===== config.mk =====
export PLATFORM = sky130hd
export DESIGN_NAME = xbee_receive
export DESIGN_NICKNAME = d
export VERILOG_FILES = /design/src/rtl/xbee_receive.sv
export SDC_FILE = /design/constraint.sdc
export NUM_CORES = 1
export LEC_CHECK = 0
export CAP_MARGIN = 0
export CORE_MARGIN = 3
export CORE_UTILIZATION = 58
export DETAILED_ROUTE_END_ITERATION = 8
export GPL_ROUTABILITY_DRIVEN = 0
export PLACE_DENSITY = 0.76
export SLEW_MARGIN = 0
export SYNTH_ARGS = -nofsm -noshare
export SYNTH_HDL_FRONTEND = slang
export SYNTH_SLANG_ARGS = --single-unit

===== constraint.sdc =====
create_clock -name CLOCK -period 3.3 [get_ports CLOCK]
set_input_delay 0.495 -clock CLOCK [delete_from_list [all_inputs] [get_ports CLOCK]]
set_output_delay 0.495 -clock CLOCK [all_outputs]
set_load 0.05 [all_outputs]

===== src/rtl/xbee_receive.sv =====
// xbee_receive: 8N1 UART receiver for the XBee link, plus a small ASCII
// message parser that extracts color codes ("SI-W-XY-#") and node numbers
// ("NODEd") from the received byte stream.
module xbee_receive #(
  parameter int CLKS_PER_BIT = 434
) (
  input  logic       CLOCK,
  input  logic       RESET_N,
  input  logic       I_RX_SERIAL,
  output logic [7:0] O_RX_BYTE,
  output logic       O_RX_DV,
  output logic [2:0] O_COLOR,
  output logic       O_COLOR_VALID,
  output logic [3:0] O_NODE_NUM,
  output logic       O_NODE_VALID,
  output logic       O_FRAME_ERR
);

  localparam logic [8:0] CNT_LAST = 9'(CLKS_PER_BIT - 1);
  localparam logic [8:0] CNT_MID  = 9'((CLKS_PER_BIT - 1) / 2);

  localparam logic [7:0] CH_S    = 8'h53;
  localparam logic [7:0] CH_I    = 8'h49;
  localparam logic [7:0] CH_W    = 8'h57;
  localparam logic [7:0] CH_DASH = 8'h2D;
  localparam logic [7:0] CH_F    = 8'h46;
  localparam logic [7:0] CH_C    = 8'h43;
  localparam logic [7:0] CH_T    = 8'h54;
  localparam logic [7:0] CH_HASH = 8'h23;
  localparam logic [7:0] CH_N    = 8'h4E;
  localparam logic [7:0] CH_O    = 8'h4F;
  localparam logic [7:0] CH_D    = 8'h44;
  localparam logic [7:0] CH_E    = 8'h45;
  localparam logic [7:0] CH_0    = 8'h30;
  localparam logic [7:0] CH_9    = 8'h39;

  typedef enum logic [2:0] {
    S_IDLE    = 3'd0,
    S_START   = 3'd1,
    S_DATA    = 3'd2,
    S_STOP    = 3'd3,
    S_CLEANUP = 3'd4
  } state_t;

  // ---------------------------------------------------------------------------
  // Line synchronizer (idle-high so reset does not look like a start bit)
  // ---------------------------------------------------------------------------
  logic rx_meta_q, rx_sync_q;
  logic rx_meta_d, rx_sync_d;

  // Next value of the two synchronizer stages
  always_comb begin
    rx_meta_d = I_RX_SERIAL;
    rx_sync_d = rx_meta_q;
  end

  // Two-flop synchronizer on the asynchronous serial line
  always_ff @(posedge CLOCK or negedge RESET_N) begin
    if (!RESET_N) begin
      rx_meta_q <= 1'b1;
      rx_sync_q <= 1'b1;
    end else begin
      rx_meta_q <= rx_meta_d;
      rx_sync_q <= rx_sync_d;
    end
  end

  // ---------------------------------------------------------------------------
  // UART receive FSM
  // ---------------------------------------------------------------------------
  state_t     state_q;
  logic [8:0] cnt_q;
  logic [2:0] idx_q;
  logic [7:0] shift_q;
  logic [7:0] rx_byte_q;
  logic       rx_dv_q;
  logic       ferr_q;

  // UART FSM: mid-bit sampling, registered byte/valid/frame-error outputs
  always_ff @(posedge CLOCK or negedge RESET_N) begin
    if (!RESET_N) begin
      state_q   <= S_IDLE;
      cnt_q     <= '0;
      idx_q     <= '0;
      shift_q   <= '0;
      rx_byte_q <= '0;
      rx_dv_q   <= 1'b0;
      ferr_q    <= 1'b0;
    end else begin
      rx_dv_q <= 1'b0;
      ferr_q  <= 1'b0;
      case (state_q)
        S_IDLE: begin
          cnt_q <= '0;
          idx_q <= '0;
          if (!rx_sync_q) state_q <= S_START;
        end
        S_START: begin
          // Re-check mid start bit; a high line here was only a glitch
          if (cnt_q == CNT_MID) begin
            cnt_q   <= '0;
            state_q <= rx_sync_q ? S_IDLE : S_DATA;
          end else begin
            cnt_q <= cnt_q + 9'd1;
          end
        end
        S_DATA: begin
          if (cnt_q == CNT_LAST) begin
            cnt_q          <= '0;
            shift_q[idx_q] <= rx_sync_q;
            if (idx_q == 3'd7) begin
              idx_q   <= '0;
              state_q <= S_STOP;
            end else begin
              idx_q <= idx_q + 3'd1;
            end
          end else begin
            cnt_q <= cnt_q + 9'd1;
          end
        end
        S_STOP: begin
          if (cnt_q == CNT_LAST) begin
            cnt_q <= '0;
            if (rx_sync_q) begin
              rx_byte_q <= shift_q;
              rx_dv_q   <= 1'b1;
            end else begin
              ferr_q <= 1'b1;
            end
            state_q <= S_CLEANUP;
          end else begin
            cnt_q <= cnt_q + 9'd1;
          end
        end
        S_CLEANUP: begin
          cnt_q   <= '0;
          idx_q   <= '0;
          state_q <= S_IDLE;
        end
        default: begin
          cnt_q   <= '0;
          idx_q   <= '0;
          state_q <= S_IDLE;
        end
      endcase
    end
  end

  // ---------------------------------------------------------------------------
  // Message parser
  // ---------------------------------------------------------------------------
  logic [3:0] pos_q, pos_d;
  logic       node_msg_q, node_msg_d;   // 0 = color message, 1 = node message
  logic       x_is_f_q, x_is_f_d;       // first letter of the XY pair was 'F'
  logic [1:0] code_q, code_d;           // color code decoded from XY
  logic [2:0] color_q, color_d;
  logic       color_vld_q, color_vld_d;
  logic [3:0] node_q, node_d;
  logic       node_vld_q, node_vld_d;
  logic       match, done;

  // Parser next state: advance on an expected byte, otherwise resync
  always_comb begin
    pos_d       = pos_q;
    node_msg_d  = node_msg_q;
    x_is_f_d    = x_is_f_q;
    code_d      = code_q;
    color_d     = color_q;
    color_vld_d = 1'b0;
    node_d      = node_q;
    node_vld_d  = 1'b0;
    match       = 1'b0;
    done        = 1'b0;
    if (ferr_q) begin
      pos_d = '0;
    end else if (rx_dv_q) begin
      if (pos_q != 4'd0) begin
        if (!node_msg_q) begin
          case (pos_q)
            4'd1:             match = (rx_byte_q == CH_I);
            4'd2, 4'd4, 4'd7: match = (rx_byte_q == CH_DASH);
            4'd3:             match = (rx_byte_q == CH_W);
            4'd5: begin
              match    = (rx_byte_q == CH_F) || (rx_byte_q == CH_C);
              x_is_f_d = (rx_byte_q == CH_F);
            end
            4'd6: begin
              if (x_is_f_q && rx_byte_q == CH_I) begin
                match = 1'b1; code_d = 2'd1;
              end else if (!x_is_f_q && rx_byte_q == CH_T) begin
                match = 1'b1; code_d = 2'd2;
              end else if (!x_is_f_q && rx_byte_q == CH_S) begin
                match = 1'b1; code_d = 2'd3;
              end
            end
            4'd8: begin
              match = (rx_byte_q == CH_HASH);
              done  = match;
              if (match) begin
                color_d     = {1'b0, code_q};
                color_vld_d = 1'b1;
              end
            end
            default: match = 1'b0;
          endcase
        end else begin
          case (pos_q)
            4'd1: match = (rx_byte_q == CH_O);
            4'd2: match = (rx_byte_q == CH_D);
            4'd3: match = (rx_byte_q == CH_E);
            4'd4: begin
              match = (rx_byte_q >= CH_0) && (rx_byte_q <= CH_9);
              done  = match;
              if (match) begin
                node_d     = 4'(rx_byte_q - CH_0);
                node_vld_d = 1'b1;
              end
            end
            default: match = 1'b0;
          endcase
        end
      end
      if (done) begin
        pos_d = '0;
      end else if (match) begin
        pos_d = pos_q + 4'd1;
      end else if (rx_byte_q == CH_S) begin
        pos_d      = 4'd1;
        node_msg_d = 1'b0;
      end else if (rx_byte_q == CH_N) begin
        pos_d      = 4'd1;
        node_msg_d = 1'b1;
      end else begin
        pos_d = '0;
      end
    end
  end

  // Parser state and decoded outputs
  always_ff @(posedge CLOCK or negedge RESET_N) begin
    if (!RESET_N) begin
      pos_q       <= '0;
      node_msg_q  <= 1'b0;
      x_is_f_q    <= 1'b0;
      code_q      <= '0;
      color_q     <= '0;
      color_vld_q <= 1'b0;
      node_q      <= '0;
      node_vld_q  <= 1'b0;
    end else begin
      pos_q       <= pos_d;
      node_msg_q  <= node_msg_d;
      x_is_f_q    <= x_is_f_d;
      code_q      <= code_d;
      color_q     <= color_d;
      color_vld_q <= color_vld_d;
      node_q      <= node_d;
      node_vld_q  <= node_vld_d;
    end
  end

  assign O_RX_BYTE     = rx_byte_q;
  assign O_RX_DV       = rx_dv_q;
  assign O_FRAME_ERR   = ferr_q;
  assign O_COLOR       = color_q;
  assign O_COLOR_VALID = color_vld_q;
  assign O_NODE_NUM    = node_q;
  assign O_NODE_VALID  = node_vld_q;

endmodule


; ---- Word level (Yosys, flattened, before mapping)
; Cells that the tools add are included.
[word_totals]
regBits = 51
input_bits = 3
output_inout_bits = 19
elab_cells = 145
[op_classes]
addsub = 4
magnitude_cmp = 4
n_eq_ne = 31
n_mux = 60
bitwise = 5
reduce_logical = 24
[ops]
columns = operator, n
row1 = $eq 8x7->1 const B, 10
row2 = $mux 1, 36
row3 = $mux 3, 7
row4 = $mux 9, 2
row5 = $pmux 9 s2, 1
row6 = $reduce_and 6->1, 3
row7 = $eq 4x3->1 const B, 4
row8 = $eq 8x6->1 const B, 2
row9 = $mux 4, 4
row10 = $reduce_and 5->1, 3
row11 = $pmux 3 s4, 1
row12 = $ne 2x2->1 const B, 5
row13 = $add 9x1->9 const B, 1
row14 = $eq 9x8->1 const B, 1
row15 = $eq 9x9->1 const B, 1
row16 = $bwmux 8, 1
row17 = $eq 4x2->1 const B, 2
row18 = $ge 8x6->1 const B, 1
row19 = $le 8x6->1 const B, 1
row20 = $mux 2, 4
row21 = $eq 3x2->1 const B, 2
row22 = $pmux 1 s6, 1
row23 = $pmux 3 s2, 1
row24 = $logic_and 1x1->1, 5
row25 = 22 further kinds, 29

; ---- Logic depth before layout (Yosys ltp)
; Gate-level depths: netlist of run 1.
[depth]
word_depth = 14
ltp_mapped = 9
depth_no_buf = 8

; ---- Worst setup path after synthesis of run 1
; OpenSTA, ideal clock, no wires.
[synth_timing]
path_kind = register to register
start = register pos_q[0]
end = register node_msg_q
setup_time_ps = 125
arrival_time_ps = 2368
required_ps = 3175
setup_slack_ps = 807
stages_incl_launch_ff = 8
path_buffers = 0
period_less_slack_ps = 2493
cell_sequence = dfrtp_1 -> ha_1 -> nor3b_1 -> or4b_2 -> a221oi_1 -> or3_1 -> a31o_2 -> mux2_2
[synth_between]
elab_chain_cells = 9
elab_cells_between_ends = 25
cone_classes = eq/ne: 8 / mux: 12 / bitwise: 2 / reduce/logical: 3
[synth_lines]
columns = item, line_no
row1 = start: declaration, 152  ; logic [3:0] pos_q, pos_d;
row2 = start signal: assignment, 251  ; pos_q <= pos_d;
row3 = "$eq 4x3->1, or another cell as far along", "179, 207"
row4 = $reduce_or 3->1, 179  ; case (pos_q)
row5 = $pmux 1 s6, 179
row6 = $mux 1, 178  ; if (!node_msg_q) begin
row7 = $mux 1, 177  ; if (pos_q != 4'd0) begin
row8 = $mux 1, 176  ; end else if (rx_dv_q) begin
row9 = $mux 1, 174  ; if (ferr_q) begin
row10 = $not 1->1 (no line), -
row11 = $reduce_and 5->1 (no line) (*), -
row12 = end signal: assignment, 252  ; node_msg_q <= node_msg_d;
row13 = end: declaration, 153  ; logic node_msg_q, node_msg_d;
; Every way passes the cells marked *; elsewhere a longest branch is shown, timed or not. The select of a mux whose other input is x is not followed.
; A chain may end at the register's enable or synchronous reset.

; ---- Final worst setup path of run 1
; Same ends and word-level chain as after synthesis.

==> results of run 1 <==
==> sequential cells by signal, indices dropped and copies added (netlist names), 2 cells and up <==
register,flops
O_COLOR,2
O_NODE_NUM,4
O_RX_BYTE,8
cnt_q,9
code_q,2
idx_q,3
pos_q,4
shift_q,8
state_q,3
==> report_power, final <==
part | internal [µW] | switching (µW) | total [µW]
clock | 245 | 195 | 440
sequential | 627 | 2.14 | 629
combinational | 3.33 | 15.2 | 18.5
total | 875 | 212 | 1090
==> final cells by class <==
class	instances	area [µm²]	share of cell area, %
multi-input combinational	195	1380	44.7
clock buffer	6	82.6	2.67
inverter	10	37.5	1.22
clock inverter	2	35.0	1.13
sequential	51	1280	41.4
tap	52	65.1	2.11
timing repair buffer	22	210	6.80
==> worst register-to-register path: stages (launching register included) <==
cell	delay [ns]
sky130_fd_sc_hd__dfrtp_1	0.45
sky130_fd_sc_hd__ha_1	0.30
sky130_fd_sc_hd__nor3b_1	0.21
sky130_fd_sc_hd__or4b_2	0.62
sky130_fd_sc_hd__a221oi_1	0.35
sky130_fd_sc_hd__or3_1	0.16
sky130_fd_sc_hd__a31o_2	0.15
sky130_fd_sc_hd__mux2_2	0.33
==> metal layers <==
metal / vias up / wire length (µm)
met4: 0 / 60
li1: 979 / -
met3: 6 / 181
met5: - / 0
met1: 984 / 2400
met2: 42 / 2700
==> metrics by stage <==
step,setup WS (ns),hold slack (ns),area [µm²]
floorplan,0.807,0.199,2790
global placement,0.698,0.347,2970
detailed placement,0.652,0.348,2970
CTS,0.634,0.211,3090
global route,0.423,0.208,3090
finish,0.612,0.179,3090
==> cell families after synthesis <==
family	after synthesis	synth area share (%)
and+or+nand+nor	123	25.6
DFF	51	45.8
AOI/OAI and AO/OA	32	8.25
buffers and inverters	23	4.75
muxes	22	8.88
adders and majority gates	9	4.03
xor gates and xnor gates	8	2.51
other	1	0.134
==> layout by cell type, fill, tap and decap left out, types with 2 or more instances in the layout <==
| cell | synthesis | routed |
|---|---|---|
| sky130_fd_sc_hd__dfrtp_1 | 49 | 49 |
| sky130_fd_sc_hd__nand2_1 | 30 | 30 |
| sky130_fd_sc_hd__nor2_1 | 27 | 27 |
| sky130_fd_sc_hd__mux2_2 | 22 | 22 |
| sky130_fd_sc_hd__clkdlybuf4s50_1 | 0 | 19 |
| sky130_fd_sc_hd__inv_1 | 10 | 10 |
| sky130_fd_sc_hd__nand3_1 | 9 | 9 |
| sky130_fd_sc_hd__ha_1 | 9 | 9 |
| sky130_fd_sc_hd__nor3_1 | 6 | 6 |
| sky130_fd_sc_hd__xor2_1 | 6 | 6 |
| sky130_fd_sc_hd__nor3b_1 | 6 | 6 |
| sky130_fd_sc_hd__clkbuf_8 | 3 | 6 |
| sky130_fd_sc_hd__o21ai_0 | 5 | 5 |
| sky130_fd_sc_hd__nor2b_1 | 5 | 5 |
| sky130_fd_sc_hd__nor4bb_1 | 4 | 4 |
| sky130_fd_sc_hd__nand4_1 | 4 | 4 |
| sky130_fd_sc_hd__a21oi_1 | 4 | 4 |
| sky130_fd_sc_hd__nand2b_1 | 3 | 3 |
| sky130_fd_sc_hd__or3b_2 | 3 | 3 |
| sky130_fd_sc_hd__nor4b_1 | 3 | 3 |
| sky130_fd_sc_hd__and3_1 | 3 | 3 |
| sky130_fd_sc_hd__a22oi_1 | 3 | 3 |
| sky130_fd_sc_hd__nor3b_2 | 3 | 3 |
| sky130_fd_sc_hd__xnor2_1 | 2 | 2 |
| sky130_fd_sc_hd__and3b_1 | 2 | 2 |
| sky130_fd_sc_hd__a21boi_0 | 2 | 2 |
| sky130_fd_sc_hd__a22o_2 | 2 | 2 |
| sky130_fd_sc_hd__nand3b_1 | 2 | 2 |
| sky130_fd_sc_hd__o211ai_1 | 2 | 2 |
| sky130_fd_sc_hd__nand4b_1 | 2 | 2 |
| sky130_fd_sc_hd__o2111ai_1 | 2 | 2 |
| sky130_fd_sc_hd__a21o_1 | 2 | 2 |
| sky130_fd_sc_hd__buf_4 | 1 | 2 |
| sky130_fd_sc_hd__dfstp_2 | 2 | 2 |
==> worst paths after layout <==
path                                 from         end  slack [ns]  cells past startpoint
max in group asynchronous         RESET_N   rx_sync_q        2.45                      2
min in group CLOCK              rx_meta_q   rx_sync_q        0.36                      0
worst min-delay path              RESET_N    pos_q[3]        0.18                      1
worst max-delay path             pos_q[0]  node_msg_q        0.61                      7
worst min register to register  rx_meta_q   rx_sync_q        0.36                      0
worst max register to register   pos_q[0]  node_msg_q        0.61                      7
==> summary.log, run 1 <==
qor: min_path.hold_removal_path_class input port to asynchronous set/reset pin
qor: route.route.detailed.wl_per_inst 15.8 µm
qor: critical_path.worst_path_largest_cell_delay 0.62 ns
qor: layout.antenna_cells_inserted 0
qor: critical_path.timing.critical_path.fanout_max 7
qor: placed_design.place.detailed.instances 330
qor: power_and_ir_drop.p_total 1090 µW
qor: logic_synthesis.synth_cells 269
qor: route.vias_per_cell 5.95
qor: timing.setup_viol 0
qor: timing.min_period 2.69 ns
qor: placed_design.dpl.hpwl 3770 µm
qor: route.drt_first_pass_iters 4
qor: floorplanning.die_width 75.4 µm
qor: logic_synthesis.post-synth-top-count-cell sky130_fd_sc_hd__dfrtp_1
qor: critical_path.arrival 2.87 ns
qor: power_and_ir_drop.ir_drop 0.000373 V
qor: critical_path.cp_data_required_time 3.48 ns
qor: floorplanning.io_pins 22
qor: layout.post_route_cells_drive_above_1_share 17.5%
qor: clock_tree.worst_setup_hold_path_clk_slew 0.10 ns
qor: global_routing.grt_start_max_net_pins 26
qor: global_routing.grt_most_used_layer met2
qor: timing.timing.fmax 372 MHz
qor: logic_synthesis.most_area_hungry_cell_type_in_the_yosys_netlist sky130_fd_sc_hd__dfrtp_1
qor: timing.fin_tns_setup 0 ns
qor: logic_synthesis.synth_fp_nets 281
qor: logic_synthesis.yosys_warnings 0
qor: clock_tree.numCtsBuffers 5
qor: clock_tree.cts_max_path_buffers 2
qor: critical_path.start_kind flop
qor: floorplanning.fp.dieH 75.4 µm
qor: power_and_ir_drop.power.static_leakage 0.00140 µW
qor: placed_design.numPortBuffers 20
qor: global_routing.met3_usage 4.09%
qor: timing.tightestPinTransition 0.736 ns
qor: global_routing.global_route.overflow_total 0
qor: global_routing.global_route.usage.total 20.8%
qor: global_routing.grtUsageMet1 26.2%
qor: route.first_drt_iteration_drcs 172
qor: timing.max_slew_violation_count 0
qor: route.vias 2,011
qor: logic_synthesis.synth-edff-count 0
qor: logic_synthesis.synth_async_sr_flop_share 100%
qor: floorplanning.die_area 0.00568 mm²
qor: layout.final_cell_count_no_fill 338
qor: timing.hold_viol 0
qor: logic_synthesis.syn_area_per_cell 10.4 µm²
qor: critical_path.slowest_stage sky130_fd_sc_hd__or4b_2
qor: floorplanning.core.rowCount 24
qor: clock_tree.cts_tree done
qor: route.drt-total-wl 5340 µm
qor: logic_synthesis.synth-main-ff-cell sky130_fd_sc_hd__dfrtp_1
qor: clock_tree.clock_insertion_delay_worst_skew 0.30 ns
qor: route.total_drc_errors_in_the_routed_layout 0
qor: clock_tree.clock-sinks 51
qor: floorplanning.initial_utilization 62.0%
qor: floorplanning.core_region_area 0.00450 mm²
qor: layout.final_net_count 297
qor: clock_tree.cts-resized-gates 0
qor: logic_synthesis.share_of_the_yosys_chip_area_belonging_to_registers 45.8%
qor: logic_synthesis.post-synth-top-area-fraction 43.9%
qor: timing.min_period_over_period 81.5%
qor: status.run_status completed
qor: logic_synthesis.yosys-top-cells-area sky130_fd_sc_hd__dfrtp_1 (44%), sky130_fd_sc_hd__mux2_2 (8.9%), sky130_fd_sc_hd__ha_1 (4.0%)
qor: power_and_ir_drop.pwr_density_cell 352 mW/mm²
qor: global_routing.via_count_of_the_first_global_routing_pass 1,968
qor: global_routing.gr-usage-met2 36.6%
qor: clock_tree.cts.hold.buffers_added 0
qor: clock_tree.cts-htree-levels 2
qor: timing.max_slew_margin 50.2%
qor: clock_tree.cts_setup_buffers 0
qor: logic_synthesis.unique_cell_type_count_in_the_yosys_netlist 59
qor: flow_run.max_cap_viol 0
qor: logic_synthesis.ys_seq_elements 51
qor: critical_path.cp_cell_sequence ha_1, nor3b_1, or4b_2, a221oi_1, or3_1, a31o_2, mux2_2
qor: timing.setup_repair_after_global_routing_missed_its_margin false
qor: layout.fillCellCount 358
qor: global_routing.grt_pass1_wl 9100 µm
qor: critical_path.crit_family simple AND/OR/NAND/NOR gates
qor: timing.timing.clock.skew 0.0163 ns
qor: layout.area_delta_synth_final 10.7%
qor: layout.fin_util 68.6%
qor: critical_path.critPathKind flop to flop
qor: route.ant_nets 0
qor: clock_tree.clockRootBuffer sky130_fd_sc_hd__clkbuf_8
qor: critical_path.timing.critical_path.to_type flop
qor: global_routing.grt_antenna_before_repair 0
qor: logic_synthesis.netlist_top_cells_count sky130_fd_sc_hd__dfrtp_1 (49), sky130_fd_sc_hd__nand2_1 (30), sky130_fd_sc_hd__nor2_1 (27)
qor: critical_path.critical_path.n_buffers_inverters 0
qor: logic_synthesis.syn_area 0.00279 mm²
Note: power is estimated with default switching activity, not from simulation.
==> run 2: changes to the inputs <==
--- a/config.mk
+++ b/config.mk
@@ -7,10 +7,10 @@
 export LEC_CHECK = 0
 export CAP_MARGIN = 0
 export CORE_MARGIN = 3
-export CORE_UTILIZATION = 58
+export CORE_UTILIZATION = 52
 export DETAILED_ROUTE_END_ITERATION = 8
 export GPL_ROUTABILITY_DRIVEN = 0
-export PLACE_DENSITY = 0.76
+export PLACE_DENSITY = 0.72
 export SLEW_MARGIN = 0
 export SYNTH_ARGS = -nofsm -noshare
 export SYNTH_HDL_FRONTEND = slang
==> constraint.sdc (replaced) <==
create_clock -name CLOCK -period 2.2 [get_ports CLOCK]
set_input_delay 0.33 -clock CLOCK [delete_from_list [all_inputs] [get_ports CLOCK]]
set_output_delay 0.33 -clock CLOCK [all_outputs]
set_load 0.05 [all_outputs]
==> run 2 against run 1 <==
  * The flow now finishes with violations (setup timing)
  * Sequential power rose by 50%
  * Cell count rose by 16%
  * Highest routed layer unchanged
  * Clock-buffer cell count did not move
  * Register-to-register slack got worse by 0.73 ns
  * Flip-flop and latch count did not move
  * Wire length rose by 14%
  * First-iteration DRC count fell by 6.4%
  * Critical path type unchanged
  * Combinational power rose by 59%
  * Clock skew fell by 0.0056 ns
  * Sequential share of layout area fell by 5.2 points
  * Total power rose by 38%
  * Critical endpoint unchanged
  * Clock power rose by 20%
==> summary.log, run 2 (same netlist as run 1, synthesis figures left out) <==
qor: placed_design.place.detailed.instances 382 [+16%]
qor: global_routing.grt_start_max_net_pins 29 [+12%]
qor: floorplanning.io_pins 22 [unchanged]
qor: power_and_ir_drop.netSwitchingFraction 22.1% [+2.6 points]
qor: layout.antenna_cells_inserted 0 [unchanged]
qor: critical_path.reg2reg_slack -0.11 ns [-0.73 ns]
qor: timing.max_slew_violation_count 0 [unchanged]
qor: timing.hold_viol 0 [unchanged]
qor: clock_tree.clockRootBuffer sky130_fd_sc_hd__clkbuf_8
qor: route.first_drt_iteration_drcs 161 [-6.4%]
qor: layout.layout_common_cells sky130_fd_sc_hd__dfrtp_1 (44), sky130_fd_sc_hd__buf_4 (36), sky130_fd_sc_hd__nand2_1 (29), sky130_fd_sc_hd__nor2_1 (25), sky130_fd_sc_hd__clkdlybuf4s50_1 (19)
qor: layout.final_net_count 333 [+12%]
qor: timing.min_period 2.31 ns [-0.374 ns]
qor: floorplanning.core_region_area 0.00514 mm² [+14%]
qor: clock_tree.cts-htree-levels 2 [unchanged]
qor: timing.tightestPinTransition 0.647 ns [-0.0887 ns]
qor: global_routing.via_count_of_the_first_global_routing_pass 2,184 [+11%]
qor: layout.fillCellCount 420 [+17%]
qor: timing.timing.final.ws_setup -0.115 ns [-0.726 ns]
qor: global_routing.global_route.overflow_total 0 [unchanged]
qor: critical_path.crit_family simple AND/OR/NAND/NOR gates
qor: route.vias 2,180 [+8.4%]
qor: placed_design.dpl.hpwl 4260 µm [+13%]
qor: power_and_ir_drop.clock_power_share 35.2% [-5.3 points]
qor: power_and_ir_drop.pwr_density_cell 422 mW/mm² [+20%]
qor: clock_tree.worst_setup_hold_path_clk_slew 0.10 ns [about the same]
qor: clock_tree.cts_max_path_buffers 2 [unchanged]
qor: critical_path.timing.critical_path.to_type flop
qor: clock_tree.numCtsBuffers 5 [unchanged]
qor: critical_path.arrival 2.51 ns [-0.36 ns]
qor: status.run_status finished, violations left
qor: placed_design.numPortBuffers 20 [unchanged]
qor: timing.setup_repair_after_global_routing_missed_its_margin true
qor: floorplanning.die_width 79.3 µm [+5.2%]
qor: critical_path.start_kind flop
qor: floorplanning.fp.dieH 79.3 µm [+5.2%]
qor: timing.setup_viol 5 [+5]
qor: layout.layout_commonest_cell sky130_fd_sc_hd__dfrtp_1
qor: route.drt-total-wl 6110 µm [+14%]
qor: clock_tree.clock_insertion_delay_worst_skew 0.30 ns [about the same]
qor: critical_path.regToRegStartpoint pos_q[1]
qor: power_and_ir_drop.p_switching 332 µW [+57%]
qor: timing.timing.clock.skew 0.0107 ns [-0.00558 ns]
qor: route.total_drc_errors_in_the_routed_layout 0 [unchanged]
qor: critical_path.timing.critical_path.fanout_max 4 [-3]
qor: clock_tree.cts.hold.buffers_added 0 [unchanged]
qor: floorplanning.die_area 0.00628 mm² [+11%]
qor: critical_path.cp_cell_sequence ha_4, nor3b_4, or4b_4, a221oi_4, or3_1, a31o_4, mux2_4
qor: route.drt_first_pass_iters 4 [unchanged]
qor: min_path.hold_removal_path_class input port to asynchronous set/reset pin
qor: clock_tree.cts_tree done
qor: critical_path.cp_data_required_time 2.40 ns [-1.08 ns]
qor: power_and_ir_drop.ir_drop 0.000431 V [+16%]
qor: power_and_ir_drop.power.sequential.fraction 62.9% [+5.1 points]
qor: critical_path.slowest_stage sky130_fd_sc_hd__or4b_4
qor: floorplanning.initial_utilization 54.3% [-7.7 points]
qor: critical_path.worst_path_largest_cell_delay 0.51 ns [-0.11 ns]
qor: route.ant_nets 0 [unchanged]
qor: status.violations setup timing
qor: clock_tree.clock-sinks 51 [unchanged]
qor: critical_path.critical_path.reg2reg.endpoint node_msg_q
qor: power_and_ir_drop.internal_power 1170 µW [+34%]
qor: timing.timing.fmax 432 MHz [+16%]
qor: power_and_ir_drop.comb_power_share 2.0% [+0.3 points]
qor: layout.stdcell_area 0.00355 mm² [+15%]
qor: critical_path.r2r.worst_path.cells 7 [unchanged]
qor: timing.max_slew_margin 56.9% [+6.6 points]
qor: critical_path.critical_path.n_buffers_inverters 0 [unchanged]
qor: global_routing.grt_antenna_before_repair 0 [unchanged]
qor: route.route.detailed.wl_per_inst 15.6 µm [-1.4%]
qor: layout.flip_flop_count_of_the_largest_register_all_copies_and_words_added 9 [unchanged]
qor: critical_path.critPathKind flop to flop
qor: layout.area_delta_synth_final 27.3%
qor: power_and_ir_drop.power.static_leakage 0.00161 µW [+15%]
qor: placed_design.post_dp_cell_area 0.00330 mm² [+11%]
qor: layout.registers.top_by_ff_count cnt_q
qor: layout.post_route_cells_drive_above_1_share 33.2% [+16 points]
qor: layout.final_cell_count_no_fill 392 [+16%]
qor: global_routing.global_route.usage.total 20.8% [-0.027 points]
qor: floorplanning.core.rowCount 26 [+8.3%]
qor: route.vias_per_cell 5.56 [-6.5%]
qor: timing.min_period_over_period 105% [+24 points]
qor: timing.fin_tns_setup -0.310 ns [-0.310 ns]
qor: global_routing.grt_pass1_wl 10,200 µm [+12%]
qor: flow_run.max_cap_viol 0 [unchanged]
run 2: cell count changes in the layout (fill, tap and decap cells not counted), moves of 4 or more:
| cell | change |
|---|---|
| sky130_fd_sc_hd__mux2_2 | -5 |
| sky130_fd_sc_hd__nor3b_4 | +4 |
| sky130_fd_sc_hd__dfrtp_2 | +5 |
| sky130_fd_sc_hd__buf_4 | +34 |
| sky130_fd_sc_hd__dfrtp_1 | -5 |
| sky130_fd_sc_hd__mux2_4 | +5 |
run 2: worst max-delay path by stage:
| stage | end | startpoint | cells after the start |
|---|---|---|---|
| final | node_msg_q | pos_q[1] | 7 |
| after global routing | node_msg_q | pos_q[1] | 7 |
| after CTS | node_msg_q | pos_q[1] | 7 |
| after detailed placement | node_msg_q | pos_q[1] | 7 |
| after global placement | pos_q[2] | pos_q[1] | 10 |
| after floorplan | shift_q[2] | cnt_q[3] | 6 |
run 2: routing by layer:
| metal | global-route usage (%) | vias to the layer above | part of all wire [%] |
|---|---|---|---|
| met5 | 0 | - | 0 |
| met4 | 7.90 | 0 | 1.5 |
| li1 | - | 1064 | - |
| met3 | 3.74 | 7 | 2.9 |
| met1 | 25.3 | 1071 | 44 |
| met2 | 36.4 | 38 | 52 |
run 2: layout make-up:
cell class	count	area (µm²)	area share (%)
multi-input combinational	196	1570	44.3
timing repair buffer	57	485	13.7
tap	70	87.6	2.46
clock inverter	2	12.5	0.352
clock buffer	6	72.6	2.04
inverter	10	37.5	1.06
sequential	51	1280	36.1
run 2: repair_timing:
item | 4_1_cts | 5_1_grt
setup buffers | 0 | 2
cloned | 1 | 0
setup endpoints to repair | 23 | 26
resized for setup | 23 | 11
pin swaps | 6 | 5
run 2: metrics by stage:
stage	power, µW	util (%)	hold slack [ns]	setup WS (ns)
floorplan	967	-	0.0344	-0.0474
global placement	992	64.2	0.347	-0.0834
detailed placement	993	64.2	0.348	-0.102
CTS	1520	68.0	0.0684	-0.0998
global route	1550	69.2	0.0764	-0.165
finish	1500	69.2	0.0409	-0.115
run 2: power by group through the flow:
stage	Combinational, µW	Clock, µW	Sequential (µW)
6_report	29.5	528	944
3_5_place_dp	30.9	0	962
2_1_floorplan	8.26	0	959
3_3_place_gp	30.3	0	962
5_1_grt	33.6	577	945
4_1_cts	31.0	544	944
